File: src/rtl/onehot_pkg.sv
// Shared constants, scheduler state encoding and index/one-hot helper
// for the onehot benchmark group.
package onehot_pkg;

    localparam int unsigned NREQ  = 16;
    localparam int unsigned IDX_W = 4;

    typedef enum logic {
        IDLE  = 1'b0,
        GRANT = 1'b1
    } sched_state_t;

    function automatic logic [NREQ-1:0] idx2onehot(input logic [IDX_W-1:0] idx);
        logic [NREQ-1:0] oh;
        oh      = '0;
        oh[idx] = 1'b1;
        return oh;
    endfunction

endpackage

File: src/rtl/rr_pick.sv
// Combinational round-robin winner selection: lowest set request at or
// above ptr, falling back to the lowest set request overall.
module rr_pick
    import onehot_pkg::*;
(
    input  logic [NREQ-1:0]  req,
    input  logic [IDX_W-1:0] ptr,
    output logic             any,
    output logic [IDX_W-1:0] win_idx,
    output logic [NREQ-1:0]  win_onehot
);

    logic [NREQ-1:0]  masked;
    logic             hit_hi;
    logic             hit_all;
    logic [IDX_W-1:0] idx_hi;
    logic [IDX_W-1:0] idx_all;

    always_comb begin
        masked  = '0;
        hit_hi  = 1'b0;
        hit_all = 1'b0;
        idx_hi  = '0;
        idx_all = '0;
        for (int unsigned i = 0; i < NREQ; i++) begin
            masked[i] = req[i] && (IDX_W'(i) >= ptr);
        end
        for (int unsigned i = 0; i < NREQ; i++) begin
            if (!hit_hi && masked[i]) begin
                hit_hi = 1'b1;
                idx_hi = IDX_W'(i);
            end
            if (!hit_all && req[i]) begin
                hit_all = 1'b1;
                idx_all = IDX_W'(i);
            end
        end
    end

    // The masked pass wins whenever anything at or above ptr is requesting.
    assign any        = hit_all;
    assign win_idx    = hit_hi ? idx_hi : idx_all;
    assign win_onehot = hit_all ? idx2onehot(win_idx) : '0;

endmodule

File: src/rtl/onehot_rr_sched.sv
// Round-robin scheduler over 16 requesters with registered one-hot grant,
// binary index, valid flag and hold-limit timeout pulse.
module onehot_rr_sched
    import onehot_pkg::*;
#(
    parameter int unsigned NREQ     = 16,
    parameter int unsigned IDX_W    = 4,
    parameter int unsigned HOLD_MAX = 8
) (
    input  logic             clk,
    input  logic             rst_n,
    input  logic             enable,
    input  logic [NREQ-1:0]  req,
    output logic [NREQ-1:0]  grant,
    output logic [IDX_W-1:0] grant_idx,
    output logic             grant_valid,
    output logic             timeout
);

    localparam logic [7:0] HOLD_LAST = 8'(HOLD_MAX - 1);

    sched_state_t     state;
    logic [IDX_W-1:0] ptr;
    logic [7:0]       hold_cnt;

    logic             pick_any;
    logic [IDX_W-1:0] pick_idx;
    logic [NREQ-1:0]  pick_onehot;

    rr_pick u_pick (
        .req        (req),
        .ptr        (ptr),
        .any        (pick_any),
        .win_idx    (pick_idx),
        .win_onehot (pick_onehot)
    );

    always_ff @(posedge clk) begin
        if (!rst_n) begin
            state       <= IDLE;
            ptr         <= '0;
            hold_cnt    <= '0;
            grant       <= '0;
            grant_idx   <= '0;
            grant_valid <= 1'b0;
            timeout     <= 1'b0;
        end else begin
            timeout <= 1'b0;
            case (state)
                IDLE: begin
                    if (enable && pick_any) begin
                        grant       <= pick_onehot;
                        grant_idx   <= pick_idx;
                        grant_valid <= 1'b1;
                        hold_cnt    <= '0;
                        state       <= GRANT;
                    end
                end
                GRANT: begin
                    // Request drop outranks expiry, so no timeout when both coincide.
                    if (!enable || !req[grant_idx] || hold_cnt == HOLD_LAST) begin
                        grant       <= '0;
                        grant_idx   <= '0;
                        grant_valid <= 1'b0;
                        ptr         <= grant_idx + 1'b1;
                        state       <= IDLE;
                        timeout     <= enable && req[grant_idx];
                    end else begin
                        hold_cnt <= hold_cnt + 1'b1;
                    end
                end
                default: state <= IDLE;
            endcase
        end
    end

endmodule

File: config.mk
export PLATFORM = sky130hd
export DESIGN_NAME = onehot_rr_sched
export DESIGN_NICKNAME = d
export VERILOG_FILES = /design/src/rtl/onehot_pkg.sv /design/src/rtl/rr_pick.sv /design/src/rtl/onehot_rr_sched.sv
export SDC_FILE = /design/constraint.sdc
export NUM_CORES = 1
export LEC_CHECK = 0
export CORE_MARGIN = 2
export CORE_UTILIZATION = 35
export DETAILED_ROUTE_END_ITERATION = 7
export PLACE_DENSITY = 0.65
export SYNTH_ARGS = -nofsm -noshare
export SYNTH_HDL_FRONTEND = slang
export SYNTH_SLANG_ARGS = --single-unit
File: constraint.sdc
create_clock -name clk -period 3.39 [get_ports clk]
set_clock_uncertainty 0.2 [all_clocks]
set_input_delay 0.678 -clock clk [delete_from_list [all_inputs] [get_ports clk]]
set_output_delay 0.678 -clock clk [all_outputs]
set_load 0.03 [all_outputs]
==> run metrics <==
CP top delay family simple AND/OR/NAND/NOR gates; Initial Util a little over a third; synthesis-to-layout area growth 32.00%; Top Ports slightly above 40; Seq/Total Area, Yosys between 30 and 40%; core footprint between 5000 and 6000 µm²; CTS H-tree depth 2; IO Port Bufs 40; PwrDens ~350 nW/µm²; Die X a little over 80 µm; final slew viol count 0; Avg Inst Size Synth between 8 and 9 µm²; Crit path largest cell delay slightly below 600 ps; aggregate global-route resource usage 18.55%; Post-Syn Instances roughly 270; number of remaining DRC errors 0; Post-CTS Setup Bufs 0; Pleak approximately 1 nW; vias in the first global route between 2000 and 2500; via count approximately 2200; final count of negative-setup-slack endpoints 0; met3 usage 3.043%; Syn. warnings 0; CP max-delay cell or4_4; met1 Track Usage GR 26.30%; site row count 28; Crit Path Class input port to flip-flop; number of buffers created by CTS 5; diode count 0; #FFs+latches synth 35; maximum vdd drop between 0.2 and 0.25 mV; Tightest Hold Check Type flip-flop to flip-flop; fmax roughly 0.33 GHz; setup TNS 0 ps; RSZ-0062 raised after global routing no; commonest non-fill, non-tap cell in the layout clkdlybuf4s50_1; first-pass GRT wire length roughly 9.8 mm; Clk Latency, worst-skew pair between 200 and 300 ps; Critical Path Sink Type flip-flop; CTS Hold Bufs 0; first drt pass iteration count 4; CTS tree yes; synthesized area approximately 2200 µm²; DP Wirelength between 4 and 5 mm; Sw Ratio 31.35%; Post-synth EDFFs 0; Critical Path Fanout Max 9; Most used DFF post-synth dfxtp_1; clock network fraction of design power 30.2%; die area approximately 6800 µm²; most frequent cells in the layout clkdlybuf4s50_1 (40), nand2_1 (35), dfxtp_1 (35); syn_nets about 290; Power, Total between 0.9 and 1 mW; clock root buffer master clkbuf_8; height of the die 82.46 µm; layout cells sized above 1 approximately an eighth; post-synthesis cell type count between 50 and 60; Routability Congestion around 0.89; pre-CTS WS about 18 ps; Pint 0.6785 mW; Avg WL per Cell about 15 µm; Max Cap Viol 0; Post-synth ARST share 0%; nets approximately 350; Fin Hold WS approximately 270 ps; gr busiest metal met2; slew at the pin closest to its max-slew limit between 600 and 700 ps; Worst EP arrival between 3000 and 4000 ps; combinational fraction of design power about a quarter; DRT iter0 DRCs slightly above 100; Final Hold Vio Count 0; clk buf depth 2; initial antenna violation count 0; CP cell instances clkdlybuf4s50_1, or4_4, nor4_2, a2111oi_0, a221o_1, a32o_2, and2_4, a22o_1; final antenna-violating net count 0; CP Launch Type input port; Sink Count 35; outcome finished clean; CP Data Required Time between 3000 and 4000 ps; fin crit share 90.63%; Vias/cell 5.370; final critical-path required period 3072 ps; M2 GR Usage about 30%; CTS clk-pin slew, worst paths roughly 80 ps; GRT overflow 0; post-route worst setup slack 317.6 ps; switching pwr 0.3099 mW; Post-Route WL between 5 and 6 mm; Seq pwr share between 40% and 50%; largest net degree at the start of global routing 18; max-slew headroom at the worst pin between 50% and 60%; PostCTS Resize Cnt 0; CP Buf/Inv Count 1
==> per-layer routing <==
metal,vias to the layer above,wire length (µm),share of wire [%]
met3,4,248,4.2
met2,53,2745,46
li1,1109,-,-
met1,998,2902,49
met4,0,40,0.67
met5,-,0,0
==> registers in the layout (all words and copies together) (netlist names) <==
| register | cells |
|---|---|
| grant | 16 |
| grant_idx | 4 |
| grant_valid | 1 |
| hold_cnt | 8 |
| ptr | 4 |
| state | 1 |
| timeout | 1 |
==> worst paths after layout <==
path	cells after the start	slack [ps]	to	startpoint
max	8	320	grant[14]	req[7]
min	2	270	grant[15]	grant[15]
max reg2reg	6	630	grant[10]	grant_idx[0]
min reg2reg	2	270	grant[15]	grant[15]
==> power groups by stage <==
stage | sequential, mW | combinational [mW] | clock, mW
after floorplan | 0.458 | 0.136 | 0
after global placement | 0.457 | 0.239 | 0
after detailed placement | 0.457 | 0.241 | 0
after CTS | 0.448 | 0.241 | 0.302
after global routing | 0.452 | 0.266 | 0.319
final | 0.448 | 0.242 | 0.299
==> cell usage after synthesis, types with 2 or more instances <==
cell type  count  area share [%]
mux2i_1        5             2.3
or4_1          2            0.70
nor2b_1        5             1.5
nand4_1        2            0.58
a211oi_1       5             1.7
and2_1         3            0.87
nor3_1         9             2.1
or3_1          2            0.58
nand2_1       35             6.1
or4_4          2             1.0
nor4_1         5             1.5
o32a_1         2            0.93
clkbuf_1       2            0.35
nor3b_1        2            0.70
buf_2          5             1.2
dfxtp_1       35              33
a21boi_0       2            0.70
a31oi_1        3            0.87
xnor2_1        6             2.4
a22o_1        11             4.5
mux4_2         4             4.2
a21oi_1        9             2.1
inv_1          9             1.6
nand2b_1       5             1.5
a21boi_1       2            0.70
o21ai_0       16             3.7
o211ai_1       2            0.70
nor2_1        31             5.4
buf_4          2            0.70
o21ai_1        6             1.4
and3_1         3            0.87
ha_1           2             1.2
o22ai_1        3            0.87
nand3_1        9             2.1
a2111oi_0      2            0.81
nor4_2         2             1.2
==> through the flow <==
stage	std cells	area, µm²	util (%)
6_report	403	2844	48.03
5_1_grt	403	2844	48.03
4_1_cts	403	2844	48.03
3_5_place_dp	395	2759	46.60
3_3_place_gp	395	2759	46.60
2_1_floorplan	268	2155	-
==> cell families after synthesis <==
logic type,count (synthesis),share of synthesized area (%)
AOI/OAI and AO/OA,74,24.39
buffers and inverters,18,3.774
adders and majority gates,2,1.161
xor gates and xnor gates,7,2.846
muxes,9,6.504
DFF,35,32.52
and+or+nand+nor,123,28.80
==> worst register-to-register path: stages (launching register included) <==
cell,delay (ps)
dfxtp_1,650
mux4_2,580
mux2i_1,240
o22ai_1,160
a21oi_1,310
nor2_2,220
a22o_1,270
==> final cells by class <==
cell class,count,area [µm²]
Timing Repair Buffer,61,558.0
Clock buffer,6,72.57
Multi-Input combinational cell,215,1373
Sequential cell,35,700.7
Fill cell,595,3077
Tap cell,75,93.84
Clock inverter,2,12.51
Inverter,9,33.78
(Power assumes the default switching activity.)
